File: src/rtl/uart_pkg.sv
// uart_pkg: definitions shared by the configurable UART receiver and the
// planned parametrised transmitter.
//   - uart_state_e : receiver frame state machine encoding
//   - PARITY_*     : parity mode selectors for the PARITY parameter
//   - baud_div()   : clocks per bit for a given clock and line rate
package uart_pkg;

    typedef enum logic [2:0] {
        ST_IDLE      = 3'd0,
        ST_START     = 3'd1,
        ST_DATA      = 3'd2,
        ST_PARITY    = 3'd3,
        ST_STOP      = 3'd4,
        ST_COMMIT    = 3'd5,
        ST_WAIT_HIGH = 3'd6
    } uart_state_e;

    localparam int PARITY_NONE = 0;
    localparam int PARITY_ODD  = 1;
    localparam int PARITY_EVEN = 2;

    // Truncating division: clocks per bit
    function automatic int baud_div(input int clk_hz, input int baud);
        return clk_hz / baud;
    endfunction

endpackage

File: src/rtl/uart_rx_cfg_if.sv
// uart_rx_cfg_if: one-entry valid/ready delivery channel of the receiver.
//   data_out   : received word, LSB first on the line
//   data_valid : data_out holds an unread word
//   data_ready : consumer accepts when data_valid && data_ready
//   parity_err : parity mismatch, qualified with data_valid
//   frame_err  : a stop bit was sampled low, qualified with data_valid
// master = receiver side, slave = consumer side.
interface uart_rx_cfg_if #(
    parameter int DATA_BITS = 8
);
    logic [DATA_BITS-1:0] data_out;
    logic                 data_valid;
    logic                 data_ready;
    logic                 parity_err;
    logic                 frame_err;

    modport master (
        output data_out, data_valid, parity_err, frame_err,
        input  data_ready
    );

    modport slave (
        input  data_out, data_valid, parity_err, frame_err,
        output data_ready
    );
endinterface

File: src/rtl/uart_baud_tick.sv
// uart_baud_tick: bit-period counter shared by the UART receiver and transmitter.
//   clk, rst  : system clock, synchronous active-high reset
//   clr       : restart the bit period (count returns to 0 next cycle)
//   half_tick : count == BAUD_CLK/2 - 1 (middle of the first bit)
//   full_tick : count == BAUD_CLK - 1 (middle of every later bit); wraps to 0
module uart_baud_tick #(
    parameter int BAUD_CLK = 16
) (
    input  logic clk,
    input  logic rst,
    input  logic clr,
    output logic half_tick,
    output logic full_tick
);
    localparam int CNT_W = (BAUD_CLK > 1) ? $clog2(BAUD_CLK) : 1;
    localparam logic [CNT_W-1:0] HALF_V = CNT_W'(BAUD_CLK / 2 - 1);
    localparam logic [CNT_W-1:0] FULL_V = CNT_W'(BAUD_CLK - 1);

    logic [CNT_W-1:0] cnt_q;
    logic [CNT_W-1:0] cnt_d;

    assign half_tick = (cnt_q == HALF_V);
    assign full_tick = (cnt_q == FULL_V);

    // Next count: restart on clear or at the end of a bit period
    always_comb begin
        cnt_d = cnt_q;
        if (clr || full_tick) begin
            cnt_d = '0;
        end else begin
            cnt_d = cnt_q + CNT_W'(1);
        end
    end

    // Counter register
    always_ff @(posedge clk) begin
        if (rst) begin
            cnt_q <= '0;
        end else begin
            cnt_q <= cnt_d;
        end
    end
endmodule

File: src/rtl/uart_rx_cfg.sv
// uart_rx_cfg: configurable UART receiver (5..9 data bits, none/odd/even
// parity, 1 or 2 stop bits) with false-start rejection and a one-entry
// valid/ready output register.
//   clk, rst  : system clock, synchronous active-high reset
//   uart_rx   : asynchronous serial line, idles high
//   rx_if     : word delivery channel (data_out/valid/ready/parity_err/frame_err)
//   break_det : one-cycle pulse, all data, parity and first stop bit low
//   overrun   : one-cycle pulse, a frame was dropped because the word was unread
//   busy      : receiver not in IDLE
module uart_rx_cfg
    import uart_pkg::*;
#(
    parameter int CLK       = 50000000,
    parameter int BAUD      = 115200,
    parameter int DATA_BITS = 8,
    parameter int PARITY    = 0,
    parameter int STOP_BITS = 1
) (
    input  logic             clk,
    input  logic             rst,
    input  logic             uart_rx,
    uart_rx_cfg_if.master    rx_if,
    output logic             break_det,
    output logic             overrun,
    output logic             busy
);
    localparam int BAUD_CLK = baud_div(CLK, BAUD);
    localparam int BC_W     = $clog2(DATA_BITS + 1);

    if (DATA_BITS < 5 || DATA_BITS > 9) begin : g_bad_data_bits
        $error("uart_rx_cfg: DATA_BITS must be in 5..9");
    end
    if (PARITY < 0 || PARITY > 2) begin : g_bad_parity
        $error("uart_rx_cfg: PARITY must be 0, 1 or 2");
    end
    if (STOP_BITS < 1 || STOP_BITS > 2) begin : g_bad_stop_bits
        $error("uart_rx_cfg: STOP_BITS must be 1 or 2");
    end
    if (BAUD_CLK < 4) begin : g_bad_baud_clk
        $error("uart_rx_cfg: CLK/BAUD must be at least 4");
    end

    uart_state_e          state_q, state_d;
    logic                 rx_meta_q, rx_sync_q, rx_prev_q;
    logic [BC_W-1:0]      bit_cnt_q, bit_cnt_d;
    logic [DATA_BITS-1:0] shift_q, shift_d;
    logic                 perr_acc_q, perr_acc_d;
    logic                 ferr_acc_q, ferr_acc_d;
    logic                 zero_q, zero_d;       // every bit so far was low
    logic [DATA_BITS-1:0] data_out_q, data_out_d;
    logic                 data_valid_q, data_valid_d;
    logic                 parity_err_q, parity_err_d;
    logic                 frame_err_q, frame_err_d;
    logic                 break_q, break_d;
    logic                 overrun_q, overrun_d;
    logic                 busy_q;
    logic                 half_tick_s, full_tick_s, clr_s;
    logic                 par_exp_s;

    // Counter restarts whenever the state machine changes state
    assign clr_s = (state_d != state_q);

    uart_baud_tick #(.BAUD_CLK(BAUD_CLK)) u_baud_tick (
        .clk       (clk),
        .rst       (rst),
        .clr       (clr_s),
        .half_tick (half_tick_s),
        .full_tick (full_tick_s)
    );

    assign par_exp_s = (PARITY == PARITY_EVEN) ? (^shift_q) : ~(^shift_q);

    assign rx_if.data_out   = data_out_q;
    assign rx_if.data_valid = data_valid_q;
    assign rx_if.parity_err = parity_err_q;
    assign rx_if.frame_err  = frame_err_q;
    assign break_det        = break_q;
    assign overrun          = overrun_q;
    assign busy             = busy_q;

    // Next-state, datapath and output-register logic
    always_comb begin
        state_d      = state_q;
        bit_cnt_d    = bit_cnt_q;
        shift_d      = shift_q;
        perr_acc_d   = perr_acc_q;
        ferr_acc_d   = ferr_acc_q;
        zero_d       = zero_q;
        data_out_d   = data_out_q;
        parity_err_d = parity_err_q;
        frame_err_d  = frame_err_q;
        break_d      = 1'b0;
        overrun_d    = 1'b0;
        if (data_valid_q && rx_if.data_ready) begin
            data_valid_d = 1'b0;
        end else begin
            data_valid_d = data_valid_q;
        end

        case (state_q)
            ST_IDLE: begin
                if (rx_prev_q && !rx_sync_q) begin
                    state_d = ST_START;
                end else begin
                    state_d = ST_IDLE;
                end
            end
            ST_START: begin
                if (half_tick_s) begin
                    if (rx_sync_q) begin
                        state_d = ST_IDLE;   // line back high: false start
                    end else begin
                        state_d    = ST_DATA;
                        bit_cnt_d  = '0;
                        perr_acc_d = 1'b0;
                        ferr_acc_d = 1'b0;
                        zero_d     = 1'b1;
                    end
                end else begin
                    state_d = ST_START;
                end
            end
            ST_DATA: begin
                if (full_tick_s) begin
                    shift_d = {rx_sync_q, shift_q[DATA_BITS-1:1]};
                    if (rx_sync_q) begin
                        zero_d = 1'b0;
                    end else begin
                        zero_d = zero_q;
                    end
                    if (bit_cnt_q == BC_W'(DATA_BITS - 1)) begin
                        bit_cnt_d = '0;
                        state_d   = (PARITY != PARITY_NONE) ? ST_PARITY : ST_STOP;
                    end else begin
                        bit_cnt_d = bit_cnt_q + BC_W'(1);
                    end
                end else begin
                    state_d = ST_DATA;
                end
            end
            ST_PARITY: begin
                if (full_tick_s) begin
                    perr_acc_d = rx_sync_q ^ par_exp_s;
                    if (rx_sync_q) begin
                        zero_d = 1'b0;
                    end else begin
                        zero_d = zero_q;
                    end
                    state_d = ST_STOP;
                end else begin
                    state_d = ST_PARITY;
                end
            end
            ST_STOP: begin
                if (full_tick_s) begin
                    if (!rx_sync_q) begin
                        ferr_acc_d = 1'b1;
                    end else begin
                        ferr_acc_d = ferr_acc_q;
                    end
                    // Break only looks at the first stop bit
                    if ((bit_cnt_q == BC_W'(0)) && rx_sync_q) begin
                        zero_d = 1'b0;
                    end else begin
                        zero_d = zero_q;
                    end
                    if (bit_cnt_q == BC_W'(STOP_BITS - 1)) begin
                        bit_cnt_d = '0;
                        state_d   = ST_COMMIT;
                    end else begin
                        bit_cnt_d = bit_cnt_q + BC_W'(1);
                    end
                end else begin
                    state_d = ST_STOP;
                end
            end
            ST_COMMIT: begin
                break_d = zero_q;
                // A simultaneous accept frees the register, so it is a load
                if (!data_valid_q || rx_if.data_ready) begin
                    data_out_d   = shift_q;
                    data_valid_d = 1'b1;
                    parity_err_d = (PARITY != PARITY_NONE) ? perr_acc_q : 1'b0;
                    frame_err_d  = ferr_acc_q;
                end else begin
                    overrun_d = 1'b1;
                end
                state_d = rx_sync_q ? ST_IDLE : ST_WAIT_HIGH;
            end
            ST_WAIT_HIGH: begin
                if (rx_sync_q) begin
                    state_d = ST_IDLE;
                end else begin
                    state_d = ST_WAIT_HIGH;
                end
            end
            default: begin
                state_d = ST_IDLE;
            end
        endcase
    end

    // State, synchroniser, datapath and output registers
    always_ff @(posedge clk) begin
        if (rst) begin
            state_q      <= ST_IDLE;
            rx_meta_q    <= 1'b1;
            rx_sync_q    <= 1'b1;
            rx_prev_q    <= 1'b1;
            bit_cnt_q    <= '0;
            shift_q      <= '0;
            perr_acc_q   <= 1'b0;
            ferr_acc_q   <= 1'b0;
            zero_q       <= 1'b0;
            data_out_q   <= '0;
            data_valid_q <= 1'b0;
            parity_err_q <= 1'b0;
            frame_err_q  <= 1'b0;
            break_q      <= 1'b0;
            overrun_q    <= 1'b0;
            busy_q       <= 1'b0;
        end else begin
            state_q      <= state_d;
            rx_meta_q    <= uart_rx;
            rx_sync_q    <= rx_meta_q;
            rx_prev_q    <= rx_sync_q;
            bit_cnt_q    <= bit_cnt_d;
            shift_q      <= shift_d;
            perr_acc_q   <= perr_acc_d;
            ferr_acc_q   <= ferr_acc_d;
            zero_q       <= zero_d;
            data_out_q   <= data_out_d;
            data_valid_q <= data_valid_d;
            parity_err_q <= parity_err_d;
            frame_err_q  <= frame_err_d;
            break_q      <= break_d;
            overrun_q    <= overrun_d;
            busy_q       <= (state_d != ST_IDLE);
        end
    end
endmodule
File: src/flat_wrapper.sv
// flat-port wrapper written by rule: the top's interface ports become plain ports
module uart_rx_cfg_flat import uart_pkg::*;
#(
    parameter int CLK       = 50000000,
    parameter int BAUD      = 115200,
    parameter int DATA_BITS = 8,
    parameter int PARITY    = 0,
    parameter int STOP_BITS = 1
)
  (clk, rst, uart_rx, break_det, overrun, busy, rx_if_data_out, rx_if_data_valid, rx_if_parity_err, rx_if_frame_err, rx_if_data_ready);
  uart_rx_cfg_if #(.DATA_BITS(DATA_BITS)) rx_if_i ();
  input  logic clk;
  input  logic rst;
  input  logic uart_rx;
  output logic break_det;
  output logic overrun;
  output logic busy;
  output wire logic [$bits(rx_if_i.data_out)-1:0] rx_if_data_out;
  output wire logic [$bits(rx_if_i.data_valid)-1:0] rx_if_data_valid;
  output wire logic [$bits(rx_if_i.parity_err)-1:0] rx_if_parity_err;
  output wire logic [$bits(rx_if_i.frame_err)-1:0] rx_if_frame_err;
  input wire logic [$bits(rx_if_i.data_ready)-1:0] rx_if_data_ready;
  assign rx_if_data_out = rx_if_i.data_out;
  assign rx_if_data_valid = rx_if_i.data_valid;
  assign rx_if_parity_err = rx_if_i.parity_err;
  assign rx_if_frame_err = rx_if_i.frame_err;
  assign rx_if_i.data_ready = rx_if_data_ready;
  uart_rx_cfg #(.CLK(CLK), .BAUD(BAUD), .DATA_BITS(DATA_BITS), .PARITY(PARITY), .STOP_BITS(STOP_BITS)) u_core (.clk(clk), .rst(rst), .uart_rx(uart_rx), .rx_if(rx_if_i), .break_det(break_det), .overrun(overrun), .busy(busy));
endmodule
File: config.mk
export PLATFORM = sky130hd
export DESIGN_NAME = uart_rx_cfg_flat
export DESIGN_NICKNAME = d
export VERILOG_FILES = /design/src/rtl/uart_pkg.sv /design/src/rtl/uart_rx_cfg_if.sv /design/src/rtl/uart_baud_tick.sv /design/src/rtl/uart_rx_cfg.sv /design/src/flat_wrapper.sv
export SDC_FILE = /design/constraint.sdc
export NUM_CORES = 1
export LEC_CHECK = 0
export ABC_AREA = 0
export BUFFER_PORTS_ARGS = -buffer_cell sky130_fd_sc_hd__buf_2
export CAP_MARGIN = 20
export CORE_UTILIZATION = 57
export CTS_CLUSTER_SIZE = 28
export DETAILED_ROUTE_END_ITERATION = 12
export PLACE_DENSITY_LB_ADDON = 0.3
export REMOVE_ABC_BUFFERS = 1
export SETUP_SLACK_MARGIN = 0.1
export SYNTH_ARGS = -nofsm -noshare
export SYNTH_HDL_FRONTEND = slang
export SYNTH_SLANG_ARGS = --single-unit
File: constraint.sdc
create_clock -name clk -period 2.7 [get_ports clk]
set_clock_uncertainty 0.2 [all_clocks]
set_input_delay 0.405 -clock clk [delete_from_list [all_inputs] [get_ports clk]]
set_output_delay 0.405 -clock clk [all_outputs]
set_load 0.02 [all_outputs]
==> impl_summary.log, run 1 <==
INFO  metric status = finished, final reports clean
INFO  metric dominant_combinational_cell_family_by_area_after_synthesis = simple AND/OR/NAND/NOR gates
INFO  metric postSynthRegisterBits = 42
INFO  metric synth_area = 0.00188 mm^2
INFO  metric yosysWarnings = 0
INFO  metric p_leak = 0.833 nW
INFO  metric power = 1.08 mW
INFO  metric hold_class = input port to flip-flop
INFO  metric num_io_pins = 18
INFO  metric ys_top_cells_by_area = sky130_fd_sc_hd__dfxtp_1 45%, sky130_fd_sc_hd__mux2i_1 9.0%, sky130_fd_sc_hd__nor2_1 6.4%
INFO  metric synthesis.area_per_instance = roughly 9.3 um^2
INFO  metric layout.filler_cells = between 200 and 300
INFO  metric design.die.area = 0.00353 mm^2
INFO  metric yosysTopAreaCell = sky130_fd_sc_hd__dfxtp_1
INFO  metric route.detailed.drc = 0
INFO  metric number_of_setup_violations_in_the_final_report = 0
INFO  metric starting_density_of_the_core = 60.6%
INFO  metric netlist.area_leader.share = 44.7%
INFO  metric antenna_violating_nets_post_route = 0
INFO  metric grt-ovfl-total = 0
INFO  metric first_global_vias = approximately 1400
INFO  metric tightest_slew = slightly above 700 ps
INFO  metric path_class = flip-flop to flip-flop
INFO  metric rrSetupSlack = slightly above 500 ps
INFO  metric synthCells = about 200
INFO  metric floorplan.die.width = ~59 um
INFO  metric grt_use_met2 = 38.8%
INFO  metric core_box_area = 0.00310 mm^2
INFO  metric timing.critical_path.to_type = flip-flop
INFO  metric fin_util = around two thirds
INFO  metric power-per-cell-area = 524 mW/mm^2
INFO  metric cts.hold.buffers_added = 0
INFO  metric gp_congestion = 0.815
INFO  metric rows = 20
INFO  metric postSynth.asyncResetShare = 0%
INFO  metric grt_max_degree = 36
INFO  metric wl_per_cell = about 13 um
INFO  metric final-seq-area = 841 um^2
INFO  metric worstSkewPairLatency = 360 ps
INFO  metric ys_top_cells_by_count = 42 x sky130_fd_sc_hd__dfxtp_1, 32 x sky130_fd_sc_hd__nor2_1, 17 x sky130_fd_sc_hd__mux2i_1
INFO  metric ctsRootBufferMaster = sky130_fd_sc_hd__clkbuf_4
INFO  metric gr-usage-all-layers = 22.7%
INFO  metric area_growth_syn_to_layout = 9.25%
INFO  metric cell_with_the_most_instances_after_synthesis = sky130_fd_sc_hd__dfxtp_1
INFO  metric cp_cell_sequence = or3b_4 > o32a_1 > or4_1 > o211ai_2
INFO  metric grt_pass1_wl = 5930 um
INFO  metric cts_htree_levels = 2
INFO  metric synth.lib_cells_used.distinct = 50
INFO  metric post_cts_buffers = 0
INFO  metric max_slew_margin = between 50% and 60%
INFO  metric rsz0062_at_grt = no
INFO  metric worstPathRequired = about 2800 ps
INFO  metric final_min_period_over_clock_period = between 80 and 90%
INFO  metric crit_path_max_incr_delay = 630 ps
INFO  metric grt-busiest-layer = met2
INFO  metric synth_enable_flop_cells = 0
INFO  metric synthMuxAreaShare = a little under 10%
INFO  metric route.detailed.vias_per_inst = ~5.5
INFO  metric tritoncts_clock_tree = yes
INFO  metric timing.setup.tns = 0 ps
INFO  metric yosys_most_used_dff = sky130_fd_sc_hd__dfxtp_1
INFO  metric critical-path-top-delay-family = simple AND/OR/NAND/NOR gates
INFO  metric number_of_buffer_and_inverter_stages_on_the_critical_path = 0
INFO  metric seq_area_frac_synth = 44.7%
INFO  metric arrival = 2290 ps
INFO  metric critical_path.startpoint_type = flip-flop
INFO  metric period_needed = 2200 ps
INFO  metric cts_resized = 0
INFO  metric achievable-frequency = 0.455 GHz
INFO  metric clk_transition_reported_paths = roughly 120 ps
INFO  metric combined_area_of_the_multi_input_logic_cells = 956 um^2
INFO  metric cp_slowest_cell = sky130_fd_sc_hd__dfxtp_1
INFO  metric fin_nets = 225
INFO  metric cts.sinks = 42
INFO  metric drv_cap = 0
INFO  metric detailed_route_via_count = around 1400
INFO  metric worst_ir_drop_vdd = ~0.42 mV
INFO  metric first_iter_violations = 57
INFO  metric post_route_cells_drive_above_1_share = 14.3%
INFO  metric post_synth_and_or_nand_nor_area_fraction = 24.0%
INFO  metric final_max_slew_viol_count = 0
INFO  metric io_buffer_count = 16
INFO  metric post_synth_fa_ha_maj_area_fraction = roughly 3.3%
INFO  metric wirelength = 3360 um
INFO  metric crit_fanout = 15
INFO  metric dieHeight = 59.4 um
INFO  metric compound_gate_portion_of_the_synthesized_area = about a tenth
INFO  metric clockBufferDepth = 2
INFO  metric finalHoldViolations = 0
INFO  metric detailedRoute.firstPassIterationCount = 4
INFO  metric number_of_antenna_violations_at_the_first_check_in_global_routing = 0
INFO  metric met3_usage = 4.59%
INFO  metric grt_use_met1 = between 20% and 30%
INFO  metric cts_made_buffers = 5
INFO  metric insertedDiodeCount = 0
INFO  metric yosys.area_share.xor_xnor = 3.73%
INFO  metric hpwl = about 2400 um
-- per-layer routing --
layer	part of all wire, %	routed length, um
met2	49	1670
met1	46	1540
met3	3.0	100
met5	0	0
met4	1.7	58
-- state kept, by name, summed over array words and instances, names as in the netlist, 3 cells and up --
register and flops:
u_core.u_baud_tick.cnt_q 9, u_core.rx_if.data_out 8, u_core.shift_q 8, u_core.bit_cnt_q 4
u_core.state_q 3
-- path summary, 6_finish.rpt --
kind	start	cells past startpoint	to
worst max-delay path	u_core.state_q[2]$_SDFF_PP0_	4	u_core.bit_cnt_q[3]$_SDFFE_PP0P_
worst max register to register	u_core.state_q[2]$_SDFF_PP0_	4	u_core.bit_cnt_q[3]$_SDFFE_PP0P_
worst min register to register	u_core.rx_meta_q$_SDFF_PP1_	1	u_core.rx_sync_q$_SDFF_PP1_
worst min-delay path	uart_rx	2	u_core.rx_meta_q$_SDFF_PP1_
-- layout by cell type (no fill, tap or decap), types with 4 or more instances in the layout --
cell type                  synthesis  final
sky130_fd_sc_hd__dfxtp_1          42     42
sky130_fd_sc_hd__ha_1              5      5
sky130_fd_sc_hd__nor2_1           32     32
sky130_fd_sc_hd__xnor2_1           5      5
sky130_fd_sc_hd__inv_1             9      9
sky130_fd_sc_hd__nand2b_1          4      4
sky130_fd_sc_hd__nand2_1           7      7
sky130_fd_sc_hd__nor3_1            4      4
sky130_fd_sc_hd__buf_2             1     16
sky130_fd_sc_hd__nand3_1           9      9
sky130_fd_sc_hd__mux2i_1          17     17
sky130_fd_sc_hd__clkbuf_4          0      5
sky130_fd_sc_hd__a21oi_1           9      9
-- worst register-to-register path, stage by stage, from the launching register on --
cell                       delay, ps
sky130_fd_sc_hd__dfxtp_1         630
sky130_fd_sc_hd__or3b_4          450
sky130_fd_sc_hd__o32a_1          230
sky130_fd_sc_hd__or4_1           500
sky130_fd_sc_hd__o211ai_2        140
-- final cells by class --
cell class,count,area share [%]
Clock buffer,5,1.83
Clock inverter,3,2.13
Inverter,9,1.64
Multi-Input combinational cell,141,46.5
Sequential cell,42,40.9
Tap cell,44,2.68
Timing Repair Buffer,17,4.26
-- cell families after synthesis --
logic type / Yosys count
AOI/OAI and AO/OA: 26
xor gates and xnor gates: 8
adders and majority gates: 5
buffers and inverters: 19
DFF: 42
muxes: 18
other: 1
and+or+nand+nor: 83
-- through the flow --
step | instance area (um^2) | hold slack, ps | setup slack, ps | std cells
floorplan | 1830 | 189 | 690 | 192
global placement | 1970 | 193 | 606 | 253
detailed placement | 1970 | 204 | 520 | 253
CTS | 2050 | 13.9 | 491 | 261
global route | 2050 | 8.86 | 381 | 261
finish | 2050 | 26.0 | 503 | 261
-- report_power, final --
| part | switching (mW) | internal [mW] |
|---|---|---|
| logic | 0.0231 | 0.0131 |
| clock network | 0.207 | 0.197 |
| registers | 0.0105 | 0.627 |
| total | 0.241 | 0.837 |
Note: power is estimated with default switching activity, not from simulation.
==> run 2, diff against run 1 <==
- CORE_UTILIZATION: 57 -> 52
- clock period: 2.7 -> 2 ns (I/O delays scaled with it)
==> run 2 against run 1 <==
Flip-flop and latch count is the same. Maximum frequency grew 17%. Cell count grew 6.5%. Count of clock-buffer cells in the layout grew 1. Final area grew 8.0%. Clock power grew 32%. Sequential power grew 34%. Largest power group unchanged.
==> impl_summary.log, run 2 (synthesis gave the netlist of run 1 again) <==
INFO  metric grt_pass1_wl = 6130 um (+3.3%)
INFO  metric reg2reg_to = u_core.busy$_SDFF_PP0_
INFO  metric dieHeight = 62.1 um (+4.5%)
INFO  metric grt_max_degree = 26 (-28%)
INFO  metric post_route_cells_drive_above_1_share = 23.7% (+9.4 points)
INFO  metric p_leak = 0.904 nW (+8.5%)
INFO  metric route.detailed.drc = 0 (unchanged)
INFO  metric crit_fanout = 3 (-12)
INFO  metric core_box_area = 0.00339 mm^2 (+9.2%)
INFO  metric rrSetupSlack = 130 ps (-370 ps)
INFO  metric timing.critical_path.to = u_core.busy$_SDFF_PP0_
INFO  metric cp_cell_sequence = inv_1 > ha_1 > nor3b_1 > nand3_1 > mux2_1 > a41oi_1
INFO  metric number_of_antenna_violations_at_the_first_check_in_global_routing = 0 (unchanged)
INFO  metric detailedRoute.firstPassIterationCount = 4 (unchanged)
INFO  metric antenna_violating_nets_post_route = 0 (unchanged)
INFO  metric clockBufferDepth = 2 (unchanged)
INFO  metric wirelength = 3700 um (+10%)
INFO  metric insertedDiodeCount = 0 (unchanged)
INFO  metric crit_start = u_core.bit_cnt_q[0]$_SDFFE_PP0P_
INFO  metric cts_made_buffers = 5 (unchanged)
INFO  metric layout.filler_cells = 287 (+1.4%)
INFO  metric worstRegToRegCells = 6 (+2)
INFO  metric num_io_pins = 18 (unchanged)
INFO  metric first_global_vias = 1475 (+7.6%)
INFO  metric cts.sinks = 42 (unchanged)
INFO  metric worstPathRequired = 2080 ps (-710 ps)
INFO  metric number_of_setup_violations_in_the_final_report = 0 (unchanged)
INFO  metric final_cell_mix = 38 x sky130_fd_sc_hd__dfxtp_1, 32 x sky130_fd_sc_hd__nor2_1, 17 x sky130_fd_sc_hd__mux2i_1
INFO  metric fin_nets = 240 (+6.7%)
INFO  metric post-place-ws = 35.8 ps (-484 ps)
INFO  metric fin_util = 65.5% (-0.72 points)
INFO  metric drv_cap = 0 (unchanged)
INFO  metric final_max_slew_viol_count = 0 (unchanged)
INFO  metric rows = 21 (+5.0%)
INFO  metric arrival = 1950 ps (-340 ps)
INFO  metric combined_area_of_the_multi_input_logic_cells = 995 um^2 (+4.1%)
INFO  metric timing.critical_path.to_type = flip-flop
INFO  metric placed_cells_incl_taps = 266 (+5.1%)
INFO  metric final_cell_area = 0.00222 mm^2 (+8.0%)
INFO  metric crit_path_max_incr_delay = 360 ps (-270 ps)
INFO  metric gr-usage-all-layers = 19.7% (-2.9 points)
INFO  metric final_min_period_over_clock_period = 93.6% (+12 points)
INFO  metric area_growth_syn_to_layout = 18.0%
INFO  metric hold_class = input port to flip-flop
INFO  metric cp_slowest_cell = sky130_fd_sc_hd__dfxtp_2
INFO  metric r2r-start = u_core.bit_cnt_q[0]$_SDFFE_PP0P_
INFO  metric finalHoldViolations = 0 (unchanged)
INFO  metric worst_ir_drop_vdd = 0.602 mV (+42%)
INFO  metric gp_congestion = 0.889 (+9.0%)
INFO  metric critical-path-top-delay-family = simple AND/OR/NAND/NOR gates
INFO  metric achievable-frequency = 0.534 GHz (+17%)
INFO  metric floorplan.die.width = 62.1 um (+4.5%)
INFO  metric status = finished, final reports clean
INFO  metric design.die.area = 0.00386 mm^2 (+9.3%)
INFO  metric clk_transition_reported_paths = 120 ps (about the same)
INFO  metric grt-ovfl-total = 0 (unchanged)
INFO  metric period_needed = 1870 ps (-325 ps)
INFO  metric rsz0062_at_grt = yes
INFO  metric final_cell_count_no_fill = 278 (+6.5%)
INFO  metric max_flop_register = u_core.u_baud_tick.cnt_q
INFO  metric detailed_route_via_count = 1543 (+7.2%)
INFO  metric io_buffer_count = 16 (unchanged)
INFO  metric route.detailed.vias_per_inst = 5.55 (+0.60%)
INFO  metric final-seq-area = 848 um^2 (+0.89%)
INFO  metric crit_cells = 6 (+2)
INFO  metric hpwl = 2610 um (+9.4%)
INFO  metric tritoncts_clock_tree = yes
INFO  metric power = 1.45 mW (+35%)
INFO  metric power-per-cell-area = 655 mW/mm^2 (+25%)
INFO  metric first_iter_violations = 43 (-25%)
INFO  metric critical_path.startpoint_type = flip-flop
INFO  metric worstSkewPairLatency = 350 ps (about the same)
INFO  metric largest_reg_flops = 9 (unchanged)
INFO  metric layout_commonest_cell = sky130_fd_sc_hd__dfxtp_1
INFO  metric wl_per_cell = 13.3 um (+3.3%)
INFO  metric cts_htree_levels = 2 (unchanged)
INFO  metric path_class = flip-flop to flip-flop
INFO  metric ctsRootBufferMaster = sky130_fd_sc_hd__clkbuf_4
INFO  metric fin_ws = 128 ps (-375 ps)
INFO  metric number_of_buffer_and_inverter_stages_on_the_critical_path = 1 (+1)
INFO  metric dpl_cell_area = 0.00206 mm^2 (+4.3%)
INFO  metric starting_density_of_the_core = 55.5% (-5.1 points)
==> run 2: worst min path at each step <==
stage | from | endpoint | slack, ps | cells after the start
global placement | u_core.rx_meta_q$_SDFF_PP1_ | u_core.rx_sync_q$_SDFF_PP1_ | 190 | 1
finish | rx_if_data_ready | u_core.overrun$_SDFF_PP0_ | 50 | 3
CTS | rx_if_data_ready | u_core.overrun$_SDFF_PP0_ | 30 | 3
global route | rst | u_core.bit_cnt_q[1]$_SDFFE_PP0P_ | 50 | 2
floorplan | rst | u_core.bit_cnt_q[0]$_SDFFE_PP0P_ | 170 | 1
detailed placement | u_core.rx_meta_q$_SDFF_PP1_ | u_core.rx_sync_q$_SDFF_PP1_ | 200 | 1
==> run 2: cell type report <==
class	count	share of cell area, %
clock inverter	2	1.69
inverter	9	1.52
clock buffer	6	1.86
sequential	42	38.2
tap	46	2.59
timing repair buffer	32	9.30
multi-input combinational	141	44.8
==> run 2: tightest hold or removal path: stages <==
cell,delay [ps]
sky130_fd_sc_hd__buf_2,80
sky130_fd_sc_hd__nand2b_1,130
sky130_fd_sc_hd__nor3_1,60
==> run 2: timing repair <==
action / 4_1_cts / 5_1_grt
resized for setup: 5 / 11
endpoints found under the setup margin: 4 / 13
endpoints found under the hold margin: 1 / 0
pin swaps: 2 / 2
setup buffers: 2 / 1
hold buffers: 1 / 0
cloned: 0 / 0
==> run 2: metrics by stage <==
stage / setup TNS, ps / hold WS, ps
floorplan: -10.1 / 169
global placement: 0 / 193
detailed placement: 0 / 203
CTS: 0 / 32.1
global route: 0 / 48.1
finish: 0 / 51.9
==> run 2: power breakdown <==
group	switching (mW)	total [mW]	internal [mW]
combinational	0.0410	0.0656	0.0246
sequential	0.00803	0.855	0.847
clock	0.269	0.533	0.264
total	0.318	1.45	1.14
==> run 2: layer usage <==
metal	GRT usage, %	vias to the layer above	routed length [um]
li1	-	764	-
met1	22.1	735	1630
met2	35.2	37	1860
met3	5.88	7	169
met4	7.27	0	47
met5	0	-	0
